### config.mk
export PLATFORM = sky130hd
export DESIGN_NAME = mesh_endpoint
export DESIGN_NICKNAME = d
export VERILOG_FILES = /design/src/rtl/noc_types.sv /design/src/rtl/sync_fifo.sv /design/src/rtl/mesh_endpoint.sv
export SDC_FILE = /design/constraint.sdc
export NUM_CORES = 1
export LEC_CHECK = 0
export ABC_AREA = 1
export CAP_MARGIN = 20
export CELL_PAD_IN_SITES_DETAIL_PLACEMENT = 1
export CELL_PAD_IN_SITES_GLOBAL_PLACEMENT = 2
export CORE_MARGIN = 5
export CORE_UTILIZATION = 36
export DETAILED_ROUTE_END_ITERATION = 12
export DONT_BUFFER_PORTS = 1
export GPL_ROUTABILITY_DRIVEN = 0
export PLACE_DENSITY = 0.74
export SLEW_MARGIN = 20
export SYNTH_ARGS = -nofsm -noshare
export SYNTH_HDL_FRONTEND = slang
export SYNTH_SLANG_ARGS = --single-unit
### constraint.sdc
create_clock -name clk -period 2.19 [get_ports clk]
set_clock_uncertainty 0.2 [all_clocks]
set_input_delay 0.219 -clock clk [delete_from_list [all_inputs] [get_ports clk]]
set_output_delay 0.219 -clock clk [all_outputs]
set_load 0.02 [all_outputs]
### src/rtl/noc_types.sv
// Shared mesh-network types: packet layout, default widths
// and a saturating counter helper.
package noc_types;

    localparam int NOC_COORD_WIDTH = 4;
    localparam int NOC_DATA_WIDTH  = 8;

    typedef struct packed {
        logic [NOC_COORD_WIDTH-1:0] dest_x;
        logic [NOC_COORD_WIDTH-1:0] dest_y;
        logic [NOC_COORD_WIDTH-1:0] src_x;
        logic [NOC_COORD_WIDTH-1:0] src_y;
        logic [NOC_DATA_WIDTH-1:0]  data;
    } packet_t;

    function automatic logic [15:0] sat_inc16(input logic [15:0] v);
        return (v == 16'hFFFF) ? v : v + 16'd1;
    endfunction

endpackage

### src/rtl/sync_fifo.sv
// Show-ahead synchronous FIFO; occupancy counter drives full/empty
// so the flags are purely registered.
module sync_fifo #(
    parameter int WIDTH = 8,
    parameter int DEPTH = 4
) (
    input  logic             clk,
    input  logic             rst,
    input  logic             push,
    input  logic [WIDTH-1:0] push_data,
    input  logic             pop,
    output logic [WIDTH-1:0] pop_data,
    output logic             full,
    output logic             empty
);

    localparam int AW = $clog2(DEPTH);

    logic [WIDTH-1:0] mem [DEPTH];
    logic [AW-1:0]    wr_ptr;
    logic [AW-1:0]    rd_ptr;
    logic [AW:0]      count;
    logic             do_push;
    logic             do_pop;

    assign full     = (count == (AW+1)'(DEPTH));
    assign empty    = (count == '0);
    assign do_push  = push & ~full;
    assign do_pop   = pop & ~empty;
    assign pop_data = mem[rd_ptr];

    // Storage write; contents need no reset since empty masks them.
    always_ff @(posedge clk) begin
        if (do_push)
            mem[wr_ptr] <= push_data;
    end

    // Pointers wrap naturally at DEPTH; count tracks occupancy.
    always_ff @(posedge clk) begin
        if (rst) begin
            wr_ptr <= '0;
            rd_ptr <= '0;
            count  <= '0;
        end else begin
            if (do_push)
                wr_ptr <= wr_ptr + 1'b1;
            if (do_pop)
                rd_ptr <= rd_ptr + 1'b1;
            unique case ({do_push, do_pop})
                2'b10:   count <= count + 1'b1;
                2'b01:   count <= count - 1'b1;
                default: count <= count;
            endcase
        end
    end

endmodule

### src/rtl/mesh_endpoint.sv
// Mesh edge endpoint: packs local sends into packets, filters
// inbound packets by destination and counts delivered/dropped ones.
module mesh_endpoint
    import noc_types::*;
#(
    parameter int X           = 0,
    parameter int Y           = 0,
    parameter int COORD_WIDTH = NOC_COORD_WIDTH,
    parameter int DATA_WIDTH  = NOC_DATA_WIDTH,
    parameter int FIFO_DEPTH  = 4
) (
    input  logic                           clk,
    input  logic                           rst,
    input  logic                           tx_valid,
    output logic                           tx_ready,
    input  logic [COORD_WIDTH-1:0]         tx_dest_x,
    input  logic [COORD_WIDTH-1:0]         tx_dest_y,
    input  logic [DATA_WIDTH-1:0]          tx_data,
    output logic                           net_out_valid,
    input  logic                           net_out_ready,
    output logic [4*COORD_WIDTH+DATA_WIDTH-1:0] net_out_packet,
    input  logic                           net_in_valid,
    output logic                           net_in_ready,
    input  logic [4*COORD_WIDTH+DATA_WIDTH-1:0] net_in_packet,
    output logic                           rx_valid,
    input  logic                           rx_ready,
    output logic [DATA_WIDTH-1:0]          rx_data,
    output logic [COORD_WIDTH-1:0]         rx_src_x,
    output logic [COORD_WIDTH-1:0]         rx_src_y,
    output logic [15:0]                    rx_count,
    output logic [15:0]                    drop_count
);

    localparam int CW = COORD_WIDTH;
    localparam int PW = 4*CW + DATA_WIDTH;
    localparam int RW = 2*CW + DATA_WIDTH;

    localparam logic [CW-1:0] OWN_X = CW'(X);
    localparam logic [CW-1:0] OWN_Y = CW'(Y);

    logic          tx_full;
    logic          tx_empty;
    logic          tx_push;
    logic          tx_pop;
    logic [PW-1:0] tx_packet;

    logic          rx_full;
    logic          rx_empty;
    logic          rx_push;
    logic          rx_pop;
    logic          in_accept;
    logic          in_hit;
    logic [CW-1:0] in_dest_x;
    logic [CW-1:0] in_dest_y;
    logic [RW-1:0] rx_head;

    assign tx_ready      = ~tx_full;
    assign net_out_valid = ~tx_empty;
    assign tx_push       = tx_valid & tx_ready;
    assign tx_pop        = net_out_valid & net_out_ready;
    assign tx_packet     = {tx_dest_x, tx_dest_y, OWN_X, OWN_Y, tx_data};

    sync_fifo #(.WIDTH(PW), .DEPTH(FIFO_DEPTH)) u_tx_fifo (
        .clk       (clk),
        .rst       (rst),
        .push      (tx_push),
        .push_data (tx_packet),
        .pop       (tx_pop),
        .pop_data  (net_out_packet),
        .full      (tx_full),
        .empty     (tx_empty)
    );

    assign in_dest_x    = net_in_packet[PW-1 -: CW];
    assign in_dest_y    = net_in_packet[PW-CW-1 -: CW];
    assign in_hit       = (in_dest_x == OWN_X) && (in_dest_y == OWN_Y);
    assign net_in_ready = ~rx_full;
    assign in_accept    = net_in_valid & net_in_ready;
    assign rx_push      = in_accept & in_hit;
    assign rx_valid     = ~rx_empty;
    assign rx_pop       = rx_valid & rx_ready;

    sync_fifo #(.WIDTH(RW), .DEPTH(FIFO_DEPTH)) u_rx_fifo (
        .clk       (clk),
        .rst       (rst),
        .push      (rx_push),
        .push_data (net_in_packet[RW-1:0]),
        .pop       (rx_pop),
        .pop_data  (rx_head),
        .full      (rx_full),
        .empty     (rx_empty)
    );

    assign rx_src_x = rx_head[RW-1 -: CW];
    assign rx_src_y = rx_head[RW-CW-1 -: CW];
    assign rx_data  = rx_head[DATA_WIDTH-1:0];

    // Saturating statistics for delivered and misrouted packets.
    always_ff @(posedge clk) begin
        if (rst) begin
            rx_count   <= '0;
            drop_count <= '0;
        end else if (in_accept) begin
            if (in_hit)
                rx_count <= sat_inc16(rx_count);
            else
                drop_count <= sat_inc16(drop_count);
        end
    end

endmodule

==> After elaboration in Yosys (flattened, before gate mapping) <==
Memory sizes are Yosys's and may differ from the RTL's. A register that Yosys moved wholly into a read port is not among the register bits.
Cells that the tools add are included.
{ "op_classes": {"muxes": 10, "n_reduce_logical": 9, "add_sub_neg": 10, "eq_ne": 8, "n_bitwise": 16} }
{ "op_table": {"columns": ["cell", "n"], "rows": [
  ["$add 16x1->16 const B", 2],
  ["$eq 16x16->1 const B", 2],
  ["$pmux 3 s2", 2],
  ["$and 1x1->1", 9],
  ["$add 2x1->2 const B", 4],
  ["$logic_not 4->1", 2],
  ["$mux 2", 4],
  ["$not 1->1", 7],
  ["$add 3x1->3 const B", 2],
  ["$eq 3x3->1 const B", 2],
  ["$logic_not 3->1", 2],
  ["$reduce_and 3->1", 2],
  ["$sub 3x1->3 const B", 2],
  ["$eq 2x1->1 const B", 2],
  ["$eq 2x2->1 const B", 2],
  ["$mux 1", 4],
  ["$reduce_bool 2->1", 2],
  ["$logic_and 1x1->1", 1]
]} }
{ "word_totals": {"elab_cells": 63, "ff_bits": 46, "memories": 2, "ramBits": 128, "inputBits": 46, "out_inout_bits": 76} }
{ "mem_list": {"columns": ["name", "depth", "width", "read_ports", "rd_ports_with_merged_regs", "wr", "line_no", "source"], "rows": [
  ["u_rx_fifo.mem", 4, 16, 1, 1, 1, "sync_fifo.sv:19", "logic [WIDTH-1:0] mem [DEPTH];"],
  ["u_tx_fifo.mem", 4, 16, 1, 1, 1, "sync_fifo.sv:19", null]
]} }

==> Logic depth before layout (Yosys ltp) <==
{ "logic_depth": {"ltp_word": 7, "mapped_depth": 11, "depth_no_buf": 11} }

==> Hierarchy <==
Synthesis repeated with hierarchy kept, for this count alone.
{ "hier_totals": {"cells_unflattened": 876, "hier_area_um2": 9280.2} }
{ "modules_own_cells": {"columns": ["module", "n_inst", "seq_area_each_um2", "cells_each", "area_per_inst_um2"], "rows": [
  ["sync_fifo at u_tx_fifo", 1, 3062.9, 302, 4215.3],
  ["sync_fifo at u_rx_fifo", 1, 2102.0, 224, 2849.0],
  ["mesh_endpoint", 1, 640.6, 350, 2215.9]
]} }

==> Least setup slack after synthesis <==
Ideal clock, no wire load.
{ "synth_timing": {"path_type": "flip-flop to flip-flop", "startpoint": "register u_tx_fifo.count[0]", "endpoint": "register u_tx_fifo.count[2]", "path_stages_with_launch": 12, "t_required_ns": 1.868, "period_less_slack_ns": 2.202, "n_path_buf": 1, "t_arrival_ns": 1.880, "setup_ns": 0.122, "setup_slack_ns": -0.012, "path_cell_list": "dfxtp_1 > inv_1 > nand3_1 > and2_1 > clkbuf_1 > ha_1 > inv_1 > fa_1 > a21oi_1 > o21ai_0 > o21ai_0 > a21oi_1"} }
{ "synth_between": {"elab_chain_cells": 6, "elab_cells_between_ends": 14, "classes_between": "2 x add/sub; 3 x eq/ne; 1 x mux; 6 x bitwise; 2 x reduce/logical"} }
{ "synth_lines": {"columns": ["item", "line_no", "source"], "rows": [
  ["from (decl)", "sync_fifo.sv:22", "logic [AW:0] count;"],
  ["from (signal assigned)", "sync_fifo.sv:50", "2'b10: count <= count + 1'b1;"],
  ["from (signal assigned)", "sync_fifo.sv:51", "2'b01: count <= count - 1'b1;"],
  ["from (signal assigned)", "sync_fifo.sv:52", "default: count <= count;"],
  ["$logic_not 3->1 (*)", "sync_fifo.sv:27", "assign empty = (count == '0);"],
  ["$not 1->1 (*)", "mesh_endpoint.sv:58", "assign net_out_valid = ~tx_empty;"],
  ["via net_out_valid", "mesh_endpoint.sv:19", "output logic net_out_valid,"],
  ["$and 1x1->1", "mesh_endpoint.sv:60", "assign tx_pop = net_out_valid & net_out_ready;"],
  ["$and 1x1->1 (*)", "sync_fifo.sv:29", "assign do_pop = pop & ~empty;"],
  ["$eq 2x1->1 or $eq 2x2->1 (tied branches)", "sync_fifo.sv:49", "unique case ({do_push, do_pop})"],
  ["$pmux 3 s2 or $reduce_bool 2->1 (tied branches)", null, null]
]} }
The timed path passes the listed nets; every way through them passes the cells marked *.
A chain may end at the register's enable or synchronous reset.

==> Final worst setup path <==
{ "layout_timing": {"startpoint": "register u_rx_fifo.count[0]", "endpoint": "register u_rx_fifo.count[2]"} }
{ "layout_between": {"elab_chain_cells": 7, "elab_cells_between_ends": 15, "classes_between": "2 x add/sub; 3 x eq/ne; 1 x mux; 7 x bitwise; 2 x reduce/logical"} }
{ "layout_lines": {"columns": ["item", "line_no", "source"], "rows": [
  ["from (decl)", "sync_fifo.sv:22", null],
  ["from (signal assigned)", "sync_fifo.sv:50", null],
  ["from (signal assigned)", "sync_fifo.sv:51", null],
  ["from (signal assigned)", "sync_fifo.sv:52", null],
  ["$eq 3x3->1", "sync_fifo.sv:26", "assign full = (count == (AW+1)'(DEPTH));"],
  ["$not 1->1", "sync_fifo.sv:28, mesh_endpoint.sv:77", null],
  ["$and 1x1->1", "mesh_endpoint.sv:78", "assign in_accept = net_in_valid & net_in_ready;"],
  ["$and 1x1->1", "mesh_endpoint.sv:79", "assign rx_push = in_accept & in_hit;"],
  ["$and 1x1->1", "sync_fifo.sv:28", "assign do_push = push & ~full;"],
  ["$eq 2x1->1 or $eq 2x2->1 (tied branches)", "sync_fifo.sv:49", null],
  ["$pmux 3 s2 or $reduce_bool 2->1 (tied branches)", null, null]
]} }
Several ways; a longest one is shown, not always the timed one.

==> flow_metrics.py <==
metrics = {
    "status": {
        "status": "finished, final reports clean",
    },
    "critical_path": {
        "crit_start": "u_rx_fifo.count[0]$_SDFFE_PP0P_",
        "worstReg2RegEnd": "u_rx_fifo.count[2]$_SDFFE_PP0P_",
        "r2r-start": "u_rx_fifo.count[0]$_SDFFE_PP0P_",
        "ff2ff_path_depth": 10,
        "worst-path-max-fanout": 4,
        "cp.required_ps": 2290,
        "crit_path_start_kind": "flip-flop",
        "crit_path_end": "u_rx_fifo.count[2]$_SDFFE_PP0P_",
        "path_class": "reg2reg",
        "crit_arrival_ps": 2170,
        "rrSetupSlack_ps": 120,
        "end_kind": "flip-flop",
    },
    "die": {
        "io_pins": 122,
        "die_h_um": 155.1,
        "die_area_mm2": 0.02405,
        "design.core.area_mm2": 0.02089,
        "start_util_pct": 36.28,
        "num_rows": 53,
        "fp.dieW_um": 155.1,
    },
    "clock_tree": {
        "clock_sinks": 178,
        "clk_latency_ps": 420,
        "cts_buffers": 17,
        "cts_tree": "yes",
        "clockBufferDepth": 2,
        "root_buffer": "clkbuf_16",
        "clk_pin_slew_ps": 70,
        "htreeDepth": 4,
    },
    "pwr": {
        "peakVddDrop_v": 0.0004922,
        "power_w": 0.008088,
        "p_leak_nw": 3.571,
        "power_density_mw_per_mm2": 857.4,
    },
    "finish": {
        "syn_to_final_growth_pct": 24.48,
        "post-route-util_pct": 45.16,
        "drive_gt1_share_pct": 15.78,
        "finalNetCount": 934,
        "antenna_cells": 0,
    },
    "route": {
        "drtAntennaViolNets": 0,
        "drt_pass1_iterations": 4,
        "wl_per_cell_um": 16.35,
        "routed_wl_mm": 18.99,
        "via_per_inst": 4.886,
        "drc_errors": 0,
        "via_count": 5678,
        "drtIter0Drc": 170,
    },
    "synthesis": {
        "synth_seq_cells": 178,
        "ys_warn_count": 0,
        "yosys.area.top_type_share_pct": 50.72,
        "synth_largest_area_cell": "edfxtp_1",
        "yosysSeqAreaShare_pct": 63.93,
        "syn_avg_cell_area_um2": 9.855,
        "synthTopCellsByArea": "edfxtp_1 51%, dfxtp_1 13%, nor2_1 7.6%, nand2_1 5.6%, o21ai_0 5.3%",
        "synth.distinct_cells": 29,
        "synth_area_mm2": 0.007579,
        "post_synth_inst_count": 769,
    },
    "grt": {
        "grt_pass1_vias": 5959,
        "antenna_found_initial": 1,
        "grt_pass1_wl_mm": 30.53,
        "grt_max_degree": 33,
        "overflow": 0,
        "grtUsageTotal_pct": 15.99,
    },
    "timing": {
        "fin_crit_sh_pct": 94.48,
        "drv_slew": 0,
        "max_freq_mhz": 483.3,
        "setup_viol": 0,
        "hold_viol_final": 0,
        "period_needed_ps": 2069,
        "worstMarginPinSlew_ps": 510.4,
        "slew_headroom_pct": 65.89,
        "grt_setup_unrepaired": "false",
    },
    "flow_run": {
        "cap_violations": 0,
    },
    "place": {
        "dpl.hpwl_mm": 13.19,
        "portBuffers": 0,
    },
    "hold_path": {
        "hold_class": "in2reg",
    },
}
state kept, by name, summed over array words and instances, names as in the netlist, 3 cells and up, named ones only:
signal / flops
u_rx_fifo.mem: 64
u_tx_fifo.mem: 64
drop_count: 16
u_tx_fifo.count: 3
u_rx_fifo.count: 3
rx_count: 16
synth_stat cells (all sizes together):
library cell,instances
o21ai,82
o22ai,32
a21oi,31
conb,1
a21boi,2
nor2,159
nand4,2
nand2,115
ha,12
buf,14
clkbuf,19
and2,1
dfxtp,50
nand3,37
nor3,3
xor2,1
or2,1
fa,2
inv,76
edfxtp,128
and3,1
repair_timing:
| item | 4_1_cts | 5_1_grt |
|---|---|---|
| endpoints found under the setup margin | 23 | 29 |
| pin swaps | 0 | 0 |
| setup buffers | 0 | 0 |
| endpoints found under the hold margin | 167 | 0 |
| hold buffers | 35 | 0 |
| resized for setup | 14 | 16 |
layout make-up:
| type | instances | area (um^2) |
|---|---|---|
| multi-input cells | 489 | 2402 |
| flip-flops and latches | 178 | 4848 |
| inverters | 76 | 292.8 |
| fillers | 2334 | 11450 |
| clock buffers | 18 | 429.2 |
| well taps | 275 | 344.1 |
| repair buffers | 112 | 964.7 |
| clock inverters | 14 | 152.6 |
cell usage in the layout, fill, tap and decap left out, types with 3 or more instances in the layout:
cell type      instances
nor2_1               154
o22ai_1               22
dlygate4sd3_1         35
nor3_1                 3
o22ai_2               10
nand2_1              112
edfxtp_1             128
nor2_4                 3
a21oi_1               30
dfxtp_2                3
conb_1                 8
buf_6                  3
nand3_1               35
clkinv_4               4
o21ai_0               80
ha_1                  12
clkbuf_16             17
buf_4                 72
inv_1                 72
inv_8                  6
dfxtp_1               47
worst max-delay path, stage by stage (launching register included):
cell and delay, ps:
dfxtp_2 340, nor2_4 160, a21boi_4 80, nand2_4 70
ha_1 130, inv_1 70, fa_1 380, a21oi_1 160
o21ai_0 150, o21ai_0 170, a21oi_1 50
metrics by stage:
stage | instances | hold slack (ps) | setup WS (ps) | setup TNS (ps) | instance area, um^2
finish | 1162 | 29.66 | 120.9 | 0 | 9434
global route | 1162 | 21.09 | 11.75 | 0 | 9434
CTS | 1162 | 1.420 | 1.888 | 0 | 9382
detailed placement | 1095 | 94.13 | -39.63 | -39.63 | 8391
global placement | 1095 | 90.88 | 126.1 | 0 | 8391
floorplan | 776 | 88.07 | 11.00 | 0 | 7612
power by group:
part / total, W / switching [W] / internal, W
Clock: 0.00296 / 0.00143 / 0.00154
Sequential: 0.00383 / 0.0000597 / 0.00377
Combinational: 0.00129 / 0.000859 / 0.000433
routing by layer:
metal / global-route usage, % / share of wire [%] / up-vias / routed length (um)
met1: 18.27 / 42 / 2763 / 7957
met2: 29.14 / 52 / 106 / 9805
met4: 4.500 / 1.0 / 2 / 190
li1: - / - / 2792 / -
met3: 4.534 / 5.4 / 15 / 1028
met5: 0 / 0.058 / - / 11
cells by family (layout without fill, tap and decap cells):
| family | after synthesis | count (layout) | synth area share, % |
|---|---|---|---|
| buffers and inverters | 109 | 220 | 5.993 |
| AOI/OAI and AO/OA | 147 | 147 | 10.45 |
| and+or+nand+nor | 319 | 319 | 16.96 |
| DFF | 178 | 178 | 63.93 |
| adders and majority gates | 14 | 14 | 2.509 |
| xor gates and xnor gates | 1 | 1 | 0.1156 |
| other | 1 | 8 | 0.04948 |
worst min path at each step:
| stage | start | to | slack (ps) | depth (start not counted) |
|---|---|---|---|---|
| 3_3_place_gp | rst | rx_count[3]$_SDFFE_PP0P_ | 90 | 1 |
| 3_5_place_dp | rst | rx_count[2]$_SDFFE_PP0P_ | 90 | 1 |
| 5_1_grt | rx_ready | flip-flop | 20 | 3 |
| 2_1_floorplan | rst | rx_count[2]$_SDFFE_PP0P_ | 90 | 1 |
| 4_1_cts | net_in_packet[16] | rx_count[2]$_SDFFE_PP0P_ | 1 | 5 |
| 6_report | net_in_packet[20] | rx_count[2]$_SDFFE_PP0P_ | 30 | 5 |
Note: power is estimated with default switching activity, not from simulation.
